$ cat src/rtl/can_sample_pipe.sv
// Delays the sample strobe, bus level and field code together so they stay aligned.
module can_sample_pipe #(
  parameter int FIELD_W = 5,
  parameter int STAGES  = 2
) (
  input  logic               clk,
  input  logic               rst,
  input  logic               sample,
  input  logic               data,
  input  logic [FIELD_W-1:0] field,
  output logic               sample_dly,
  output logic               data_dly,
  output logic [FIELD_W-1:0] field_dly
);

  localparam int W = FIELD_W + 2;

  logic [W-1:0] stage [STAGES];

  always_ff @(posedge clk or posedge rst) begin
    if (rst) begin
      for (int i = 0; i < STAGES; i++) stage[i] <= '0;
    end else begin
      stage[0] <= {sample, data, field};
      for (int i = 1; i < STAGES; i++) stage[i] <= stage[i-1];
    end
  end

  assign {sample_dly, data_dly, field_dly} = stage[STAGES-1];

endmodule

$ cat config.mk
export PLATFORM = sky130hd
export DESIGN_NAME = can_sample_pipe
export DESIGN_NICKNAME = d
export VERILOG_FILES = /design/src/rtl/can_sample_pipe.sv
export SDC_FILE = /design/constraint.sdc
export NUM_CORES = 1
export LEC_CHECK = 0
export BUFFER_PORTS_ARGS = -buffer_cell sky130_fd_sc_hd__buf_2
export CORE_AREA = 2 2 39 41
export DETAILED_ROUTE_END_ITERATION = 12
export DIE_AREA = 0 0 41 43
export PLACE_DENSITY = 0.52
export SLEW_MARGIN = 20
export SYNTH_ARGS = -nofsm -noshare
export SYNTH_HDL_FRONTEND = slang
export SYNTH_SLANG_ARGS = --single-unit
$ cat constraint.sdc
create_clock -name clk -period 1.4 [get_ports clk]
set_input_delay 0 -clock clk [delete_from_list [all_inputs] [get_ports clk]]
set_output_delay 0 -clock clk [all_outputs]
set_load 0.01 [all_outputs]
==> qor.txt <==
Outcome: finished clean
Max IR drop VDD: 691 uV
Yosys reg bits: 14
Core Area: 0.00138 sq mm
Post-CTS Setup Inserts: 0
IO Pins: 16
Worst skew pair latency: 0.27 ns
Fin. max-slew vios: 0
Synthesized Nets: 29
Placer congestion estimate: 0.593
Worst path top cell family by delay: flip-flops
Fillers: 138
Num CTS Buffers: 3
Largest buffer count on any clock path: 2
TNS Setup: 0 ns
Max stage delay on crit path: 0.36 ns
Met1 WL: 188 um
Port bufs: 15
Number of multi-input logic gates: 0
Initial antenna violation count: 0
Hold Fails Final Rpt: 0
DRC viols: 0
Hold Path Class: input port to async pin
Yosys cell types: 3
Metal2 WL: 237 um
Slew margin rel.: 68.2%
Highest Signal Layer: met3
Share of layout cells above drive strength 1: 45.2%
Clock transition at the registers of the reported paths: 0.08 ns
Die W: 41 um
Final global-route overflow total: 0
Worst setup SP type: flop
Pin count of the biggest net entering global routing: 15
Worst r2r src: stage[11]
Routed vias/inst: 3.47
H-tree levels: 1
Crit Path Class: flop to output pin
Iteration-0 DRC Markers: 0
CP max stage cell: dfrtp_1
Critical Path End Type: output pin
CTS Root Cell: clkbuf_4
Fin util: 40.9%
Synthesis Warnings: 0
Syn Area/Cell: 19.6 sq um
Diode count: 0
Met3 wire length: 55 um
Die H: 43 um
Mapped Area: 392 sq um
Area Overhead vs Synth: 44.4%
Final ANT Viol Nets: 0
Critical Path AT: 0.76 ns
WHS: 0.293 ns
First-pass iteration count of the detailed router: 1
Final critical-path share of the clock period: 54.4%
Worst R2R Path Depth: 0
Post-layout nets: 52
Final setup viols: 0
CTS tree: yes
Max frequency: 1310 MHz
RSZ-0062 raised after global routing: false
Row cnt: 14
CP Cell Sequence: buf_2
# Max-Cap Violations: 0
Fin crit period: 0.762 ns
Vias: 201
Area of the multi-input gates: 0 sq um
Register area share after synthesis: 89.5%
CP Buf/Inv Count: 1
GRT Util Overall: 7.64%
Final WS setup: 0.638 ns
First-pass GRT wire length: 793 um
Crit Path Max Fanout: 1
WL/cell: 8.29 um
Clock sink count: 14
Power Total: 0.751 mW
Leak: 0.282 nW
Worst-margin pin slew: 0.476 ns
Pre-CTS setup slack: 0.924 ns
Gate Count Post-Synth: 20
Die area: 0.00176 sq mm
Starting density of the core: 28.3%
R2r setup slk: 0.92 ns
Worst path required time: 1.40 ns
Routed WL: 481 um
Post-CTS resize count: 0
Setup Skew: 0.000479 ns
PwrDens: 1330 mW/mm^2
Worst reg2reg endpoint: field_dly[4]
Vias in the first global route: 209
[worst min-delay path, delay by kind of cell]
kind                   cells  cell delay (ns)
buffers and inverters      3             1.01
[kinds of logic after synthesis]
group / count (synthesis) / share of synthesized area, %
flip-flops: 14 / 89.5
buffers and inverters: 6 / 10.5
[Yosys cell counts]
master,count,area [sq um]
dfrtp_1,14,350
buf_4,5,37.5
inv_1,1,3.75
[power by group]
| part | switching, mW | internal (mW) | total [mW] |
|---|---|---|---|
| Sequential | 0.00423 | 0.424 | 0.428 |
| Combinational | 0.0209 | 0.0292 | 0.0501 |
| Clock | 0.115 | 0.158 | 0.272 |
| Total | 0.140 | 0.611 | 0.751 |
[cells in the final DEF, fill, tap and decap left out]
master / n
dlygate4sd3_1: 8
inv_1: 1
clkbuf_4: 3
dfrtp_1: 14
buf_2: 15
clkbuf_8: 1
[registers in the layout, summed over array words and instances (netlist names)]
register / count
data_dly: 1
field_dly: 5
sample_dly: 1
stage: 7
[layer usage]
layer  track usage (%)  vias up
met5                 0        -
met4              8.00        0
met3              4.71        0
met2              9.38        8
met1              8.10       94
li1                  -       99
[metrics by stage]
step,area [sq um],std cells
2_1_floorplan,392,20
3_3_place_gp,449,46
3_5_place_dp,449,46
4_1_cts,566,58
5_1_grt,566,58
6_report,566,58
[worst max-delay path by stage]
stage / from / end / slack (ns) / cells after the start
floorplan: field_dly[0] / field_dly[0] / 0.93 / 1
global placement: field_dly[3] / field_dly[3] / 0.93 / 1
detailed placement: stage[11] / field_dly[4] / 0.92 / 0
CTS: data_dly / data_dly / 0.62 / 1
global route: data_dly / data_dly / 0.58 / 1
finish: data_dly / data_dly / 0.64 / 1
[area by class of cell]
| cell class | instances | area (sq um) | area share (%) |
|---|---|---|---|
| flip-flops and latches | 14 | 350 | 61.9 |
| repair buffers | 23 | 155 | 27.4 |
| clock buffers | 4 | 36.3 | 6.42 |
| well taps | 16 | 20.0 | 3.54 |
| inverters | 1 | 3.75 | 0.664 |
[what timing repair did]
action / in CTS / in global routing
endpoints found under the hold margin: 21 / 0
setup endpoints to repair: 0 / 0
hold buffers: 8 / 0
Note: power is estimated with default switching activity, not from simulation.
